$ cat config.mk
export PLATFORM = sky130hd
export DESIGN_NAME = register_bank
export DESIGN_NICKNAME = d
export VERILOG_FILES = /design/src/rtl/register_bank_pkg.sv /design/src/rtl/register_cell.sv /design/src/rtl/register_bank.sv
export SDC_FILE = /design/constraint.sdc
export NUM_CORES = 1
export LEC_CHECK = 0
export CAP_MARGIN = 15
export CELL_PAD_IN_SITES_DETAIL_PLACEMENT = 1
export CELL_PAD_IN_SITES_GLOBAL_PLACEMENT = 2
export CORE_MARGIN = 2
export CORE_UTILIZATION = 35
export DETAILED_ROUTE_END_ITERATION = 10
export PLACE_DENSITY = 0.89
export SLEW_MARGIN = 30
export SYNTH_ARGS = -nofsm -noshare
export SYNTH_HDL_FRONTEND = slang
export SYNTH_SLANG_ARGS = --single-unit
$ cat constraint.sdc
create_clock -name clk -period 9.6 [get_ports clk]
set_clock_uncertainty 0.1 [all_clocks]
set_input_delay 2.88 -clock clk [delete_from_list [all_inputs] [get_ports clk]]
set_output_delay 2.88 -clock clk [all_outputs]
set_load 0.05 [all_outputs]
$ cat src/rtl/register_bank_pkg.sv
// Shared op encoding for register_bank and its cells.
package register_bank_pkg;

  typedef logic [1:0] op_t;

  localparam op_t OP_HOLD = 2'b00;
  localparam op_t OP_LOAD = 2'b01;
  localparam op_t OP_INC  = 2'b10;
  localparam op_t OP_CLR  = 2'b11;

endpackage

$ cat src/rtl/register_cell.sv
// One WIDTH-bit storage cell with hold/load/increment/clear and an increment carry-out.
module register_cell
  import register_bank_pkg::*;
#(
  parameter int unsigned WIDTH = 16
) (
  input  logic             clk,
  input  logic             rst,
  input  op_t              op,
  input  logic [WIDTH-1:0] in,
  output logic [WIDTH-1:0] value,
  output logic             carry
);

  logic [WIDTH-1:0] value_q;
  logic [WIDTH-1:0] value_d;

  always_comb begin
    value_d = value_q;
    unique case (op)
      OP_HOLD: value_d = value_q;
      OP_LOAD: value_d = in;
      OP_INC:  value_d = value_q + WIDTH'(1);
      OP_CLR:  value_d = '0;
    endcase
  end

  always_ff @(posedge clk) begin
    if (rst) begin
      value_q <= '0;
    end else begin
      value_q <= value_d;
    end
  end

  assign value = value_q;
  // High only while an increment of an all-ones value is pending on this cell.
  assign carry = (op == OP_INC) && (&value_q);

endmodule

$ cat src/rtl/register_bank.sv
// Bank of DEPTH registers: one op-coded write port, two combinational read ports, wrap pulse.
module register_bank
  import register_bank_pkg::*;
#(
  parameter int unsigned WIDTH  = 16,
  parameter int unsigned DEPTH  = 8,
  localparam int unsigned ADDR_W = $clog2(DEPTH)
) (
  input  logic              clk,
  input  logic              rst,
  input  op_t               op,
  input  logic [ADDR_W-1:0] waddr,
  input  logic [WIDTH-1:0]  in,
  input  logic [ADDR_W-1:0] raddr_a,
  output logic [WIDTH-1:0]  out_a,
  input  logic [ADDR_W-1:0] raddr_b,
  output logic [WIDTH-1:0]  out_b,
  output logic              wrap
);

  logic [WIDTH-1:0] values [DEPTH];
  op_t              cell_op [DEPTH];
  logic [DEPTH-1:0] carry;
  logic             wrap_q;

  for (genvar i = 0; i < DEPTH; i++) begin : g_cell
    // Only the addressed cell sees the op; every other cell holds.
    assign cell_op[i] = (waddr == ADDR_W'(i)) ? op : OP_HOLD;

    register_cell #(
      .WIDTH(WIDTH)
    ) u_cell (
      .clk  (clk),
      .rst  (rst),
      .op   (cell_op[i]),
      .in   (in),
      .value(values[i]),
      .carry(carry[i])
    );
  end

  always_ff @(posedge clk) begin
    if (rst) begin
      wrap_q <= 1'b0;
    end else begin
      wrap_q <= |carry;
    end
  end

  assign wrap  = wrap_q;
  assign out_a = values[raddr_a];
  assign out_b = values[raddr_b];

endmodule
==> metrics.md, run 1 <==
| Metric | Value |
|---|---|
| Outcome | finished clean |
| Worst-path fanout max | 23 |
| Post-Syn Instances | 1151 |
| Share of cells above drive strength 1 | 0.1535 |
| Max-slew violation count | 0 |
| Critical path's top delay family | buffers and inverters |
| IR drop worst, VDD | 119.2 µV |
| Starting density of the core | 0.3555 |
| Yosys reg bits | 129 |
| Clock Latency Late Sink | 0.44 ns |
| Total clock sinks | 129 |
| Final HPWL DP | 30.24 mm |
| Antenna diodes | 0 |
| YS warnings | 0 |
| H-tree depth | 4 |
| Post-route clock period utilization | 0.8680 |
| Post-CTS setup buffers | 0 |
| Slowest cell delay on critical path | 0.73 ns |
| Vias/cell | 6.879 |
| Post-DRT Antenna Nets | 0 |
| Max_cap viols | 0 |
| CP Launch Type | input port |
| Layout area overhead | 14.43% |
| Die W | 169.2 µm |
| CTS tree | yes |
| Wire per inst | around 27 µm |
| Clock network fraction of design power | 0.481 |
| Leakage power | 3.353 nW |
| Power density over the cells | 133.1 nW/µm² |
| CP Capture Type | output pin |
| Final core utilization | 0.4068 |
| Total grt overflow | 0 |
| Post-CTS sizing | 0 |
| Switching share of total power | 0.2886 |
| Initial antenna violation count | 1 |
| Die area | around 29000 µm² |
| Ports | 62 |
| Fin crit period | 8.333 ns |
| Worst path cell trace | buf_2 -> buf_4 -> mux4_2 -> mux2_2 -> clkdlybuf4s50_1 |
| Logic pwr share | 0.127 |
| Hold Fails Final Rpt | 0 |
| First-pass GRT wire length | 63.80 mm |
| Vias after detailed routing | 10370 |
| F_max | 0.1200 GHz |
| Syn nets | 1188 |
| Max_slew headroom | 0.3270 |
| Placed cell areas | 10310 µm² |
| Total Wirelength | 41.34 mm |
| Count of final setup violators | 0 |
| CTS Root Buffer Type | clkbuf_16 |
| Psw | 0.0004201 W |
| Cts hold-fix bufs | 0 |
| Slowest-stage cell, CP | clkdlybuf4s50_1 |
| Clk slew on worst S/H paths | 0.05 ns |
| Post-Layout Inst Area | 10930 µm² |
| Top cells by area, synth | dfxtp_1, mux4_2, o21ai_0, a21oi_1, mux2_2 |
| DIE HEIGHT | 169.2 µm |
| Top cell type's share of synthesized area | 0.2703 |
| Req. time, crit path | 6.62 ns |
| Port Buffers | 61 |
| Placed insts | 1475 |
| Worst Path Arrival | 5.35 ns |
| Rows | 60 |
| Routability Congestion | about 1 |
| Residual DRC | 0 |
| Worst-Margin Slew | 1.009 ns |
| NumNets Final | 1190 |
| Total track usage | 0.2938 |
| Async SR Flop Fraction | 0 |
| CP Class | input port to output pin |
| Number of flops mapped to enable cells by yosys | 0 |
| RSZ-0062 raised after global routing | no |
| Post-Syn Area | approximately 9600 µm² |
| Register area share after synthesis | 0.2703 |
| Clk buf depth | 2 |
| Synth area leader | dfxtp_1 |
| Buf/Inv on CP | 3 |
| Vias in the first global route | 10080 |
| CTS Buf Count | 17 |
| Power Internal | slightly above 0.001 W |
| Post-synth top flop | dfxtp_1 |
| Drt first pass iters | 7 |
| Core ar. | 26880 µm² |
| HP Class | register to register |
| Synth unique cells | 70 |
| 1st-iter DRT viols | about 1400 |
| Total power | 0.001456 W |
| Seq pwr share | 0.392 |
| Post-Layout Cell Count | 1507 |
| Largest net degree at the start of global routing | between 80 and 90 |
| Syn Area/Cell | 8.301 µm² |
| Post-Route Setup TNS | 0 ns |
-- through the flow --
stage / worst slack (ns) / hold slack (ns)
final: 1.267 / 0.4404
after global routing: 1.153 / 0.4826
after detailed placement: 1.252 / 0.4313
after floorplan: 2.246 / 0.3688
after CTS: 1.260 / 0.4386
after global placement: 1.325 / 0.4025
-- cells in the mapped netlist, types with 15 or more instances --
library cell,number
nand3_1,42
mux4_2,62
nand2b_1,23
a22oi_1,26
a311oi_1,16
nor2_1,76
clkbuf_1,73
a31oi_1,26
o21ai_1,15
o21ai_0,129
nor3_1,48
nand2_1,91
a21oi_1,106
mux2_2,32
nor4_1,17
dfxtp_1,129
and3_1,20
o31ai_1,20
buf_2,17
-- cells by family after synthesis --
family	after synthesis	synth area share
fa+ha+maj	8	0.01048
flops	129	0.2703
buf+inv	104	0.04439
simple gates	415	0.2335
xor+xnor	1	0.0009169
mux	97	0.1904
compound gates	397	0.2500
-- cell type report --
type                       count  area [µm²]
clock inverter                13       158.9
fill                        3208       15940
tap                          341       426.7
clock buffer                  19       452.9
multi-input combinational    918        6560
sequential                   129        2582
timing repair buffer          78       718.2
inverter                       9       33.78
-- power groups by stage --
stage	combinational [W]	sequential [W]	clock [W]
finish	0.000185	0.000571	0.000700
global route	0.000196	0.000572	0.000724
detailed placement	0.000180	0.000582	0
floorplan	0.000122	0.000570	0
global placement	0.000176	0.000581	0
CTS	0.000181	0.000570	0.000699
-- worst min-delay path, cell delays in order (launching register included) --
cell,delay (ns)
dfxtp_1,0.34
o21ai_0,0.09
a21oi_1,0.06
-- placed cells by master (no fill, tap or decap), types with 9 or more instances in the layout --
cell type        count
nand2b_1            23
nand3_1             42
nor4_1              17
a31oi_1             26
o31ai_1             20
mux2_2              32
clkdlybuf4s50_1     56
inv_1                9
clkbuf_16           17
nand2_1             91
nor3b_1             12
a21o_1              10
dfxtp_1            129
buf_4               19
and3_1              20
nor2b_1             11
nor2_1              76
a311oi_1            16
a21oi_1            106
nor3_1              46
o21ai_0            129
o211ai_1             9
mux4_2              62
a22oi_1             26
nand4_1             14
o21ai_1             15
-- per-layer routing --
metal	track usage	wire (µm)
met1	0.4061	17560
met5	0	9
met3	0.06670	4101
met4	0.1211	1711
met2	0.4426	17970
-- state kept, by name, summed over array words and instances, names as in the netlist --
signal / flops
g_cell.u_cell.value: 128
wrap: 1
-- path summary, 6_finish.rpt --
check	cells after the start	slack, ns	from	to
worst min register to register	2	0.44	g_cell[3].u_cell.value[13]	g_cell[3].u_cell.value[13]
worst min-delay path	2	0.44	g_cell[3].u_cell.value[13]	g_cell[3].u_cell.value[13]
worst max-delay path	5	1.27	raddr_a[0]	out_a[4]
worst max register to register	6	6.67	g_cell[6].u_cell.value[0]	wrap
Note: power is estimated with default switching activity, not from simulation.
==> run 2, diff against run 1 <==
Settings changed: MAX_ROUTING_LAYER set to met4.
==> metrics.md, run 2 (synthesis gave the netlist of run 1 again) <==
| Metric | Value |
|---|---|
| Outcome | finished clean |
| Wire per inst | 27.73 µm |
| Req. time, crit path | 6.62 ns |
| Ports | a little over 60 |
| Layout area overhead | 14.75% |
| Count of final setup violators | 0 |
| Total Wirelength | 41.82 mm |
| Total track usage | 0.3019 |
| Commonest cells after routing, fill and taps aside | o21ai_0, dfxtp_1, a21oi_1, nand2_1, nor2_1 |
| Max_cap viols | 0 |
| Max-slew violation count | 0 |
| Antenna diodes | 0 |
| CP Launch Type | input port |
| IR drop worst, VDD | around 120 µV |
| Die W | 169.2 µm |
| Post-DRT Antenna Nets | 0 |
| Residual DRC | 0 |
| Post-CTS setup buffers | 0 |
| Starting density of the core | 0.3555 |
| Drt first pass iters | 5 |
| Crit Reg-Reg Endpoint | wrap |
| Die area | 28640 µm² |
| Routability Congestion | 1.008 |
| Initial antenna violation count | 2 |
| Critical path origin | raddr_a[0] |
| Leakage power | 3.375 nW |
| Clock Latency Late Sink | around 0.43 ns |
| CP Capture Type | output pin |
| CTS Buf Count | 17 |
| Clk slew on worst S/H paths | around 0.06 ns |
| Max reg flops | ~130 |
| Worst flop-to-flop path startpoint | g_cell[6].u_cell.value[1] |
| Post-route clock period utilization | 0.8673 |
| Worst-Margin Slew | about 0.99 ns |
| Worst Path Arrival | 5.35 ns |
| DIE HEIGHT | 169.2 µm |
| Share of cells above drive strength 1 | 0.1534 |
| Fin crit period | 8.326 ns |
| Port Buffers | just over 60 |
| Largest net degree at the start of global routing | 55 |
| NumNets Final | 1191 |
| R2R cell count | 6 |
| R2r setup slk | around 6.7 ns |
| First-pass GRT wire length | ~64 mm |
| HP Class | register to register |
| Final HPWL DP | 30.40 mm |
| F_max | around 0.12 GHz |
| Total grt overflow | 0 |
| Vias after detailed routing | 10360 |
| Crit path to | out_a[15] |
| RSZ-0062 raised after global routing | no |
| Cts hold-fix bufs | 0 |
| Core ar. | roughly 27000 µm² |
| 1st-iter DRT viols | roughly 1400 |
| CP Class | input port to output pin |
| Power density over the cells | 134.3 nW/µm² |
| Max_slew headroom | 0.3341 |
| Vias/cell | between 6 and 7 |
| Rows | 60 |
| H-tree depth | 4 |
| Post-Layout Cell Count | between 1500 and 2000 |
| Worst-path fanout max | 23 |
| Total clock sinks | ~130 |
| Hold Fails Final Rpt | 0 |
| CTS Root Buffer Type | clkbuf_16 |
| Post-CTS sizing | 0 |
| Placed insts | 1476 |
| Clk buf depth | 2 |
| Vias in the first global route | 10040 |
| CTS tree | yes |
| Post-Route Setup TNS | 0 ns |
## run 2: cell types whose count changed in the layout (fill, tap and decap cells not counted)
| cell | before | now |
|---|---|---|
| clkinvlp_4 | 6 | 4 |
| buf_12 | 0 | 1 |
| bufinv_16 | 3 | 4 |
| clkbuf_8 | 2 | 1 |
| clkinv_2 | 3 | 4 |
| clkinv_4 | 0 | 1 |
| nor3_1 | 46 | 47 |
| nor3_2 | 6 | 5 |
## run 2: through the flow
| step | instance area (µm²) | hold slack, ns | utilization | power [W] | setup WS, ns |
|---|---|---|---|---|---|
| 6_report | 10960 | 0.4304 | 0.4079 | 0.001472 | 1.274 |
| 5_1_grt | 10960 | 0.4605 | 0.4079 | 0.001512 | 1.171 |
| 4_1_cts | 10960 | 0.4248 | 0.4078 | 0.001467 | 1.265 |
| 3_5_place_dp | 10330 | 0.4167 | 0.3845 | 0.0007629 | 1.267 |
| 3_3_place_gp | 10310 | 0.4029 | 0.3837 | 0.0007575 | 1.325 |
| 2_1_floorplan | 9554 | 0.3688 | - | 0.0006916 | 2.246 |
## run 2: cell type report
cell class,instances,area [µm²]
Fill cell,3188,15910
Multi-Input combinational cell,918,6555
Sequential cell,129,2582
Timing Repair Buffer,79,738.2
Clock buffer,18,439.2
Tap cell,341,426.7
Clock inverter,14,187.7
Inverter,9,33.78
## run 2: how the worst min path moves through the flow
stage,startpoint,depth (start not counted),endpoint,slack (ns)
6_report,g_cell[3].u_cell.value[13],2,g_cell[3].u_cell.value[13],0.43
5_1_grt,g_cell[1].u_cell.value[12],2,g_cell[1].u_cell.value[12],0.46
4_1_cts,g_cell[3].u_cell.value[13],2,g_cell[3].u_cell.value[13],0.42
3_5_place_dp,g_cell[3].u_cell.value[13],2,g_cell[3].u_cell.value[13],0.42
3_3_place_gp,g_cell[3].u_cell.value[13],2,g_cell[3].u_cell.value[13],0.40
2_1_floorplan,g_cell[5].u_cell.value[10],2,g_cell[5].u_cell.value[10],0.37
## run 2: power breakdown
group / switching (W) / leakage [nW] / internal, W
Combinational: 0.000118 / 2.03 / 0.0000684
Clock: 0.000274 / 0.298 / 0.000440
Sequential: 0.0000249 / 1.04 / 0.000547
## run 2: worst max-delay path, stage by stage
cell	delay (ns)
buf_2	0.57
buf_4	0.37
mux4_2	0.53
mux2_2	0.29
clkdlybuf4s50_1	0.70
## run 2: routing by layer
layer	global-route usage	vias up	share of wire
met5	-	-	0
met4	0.1178	0	0.043
met3	0.05667	124	0.10
met2	0.4467	601	0.44
met1	0.4086	5155	0.42
li1	-	4479	-
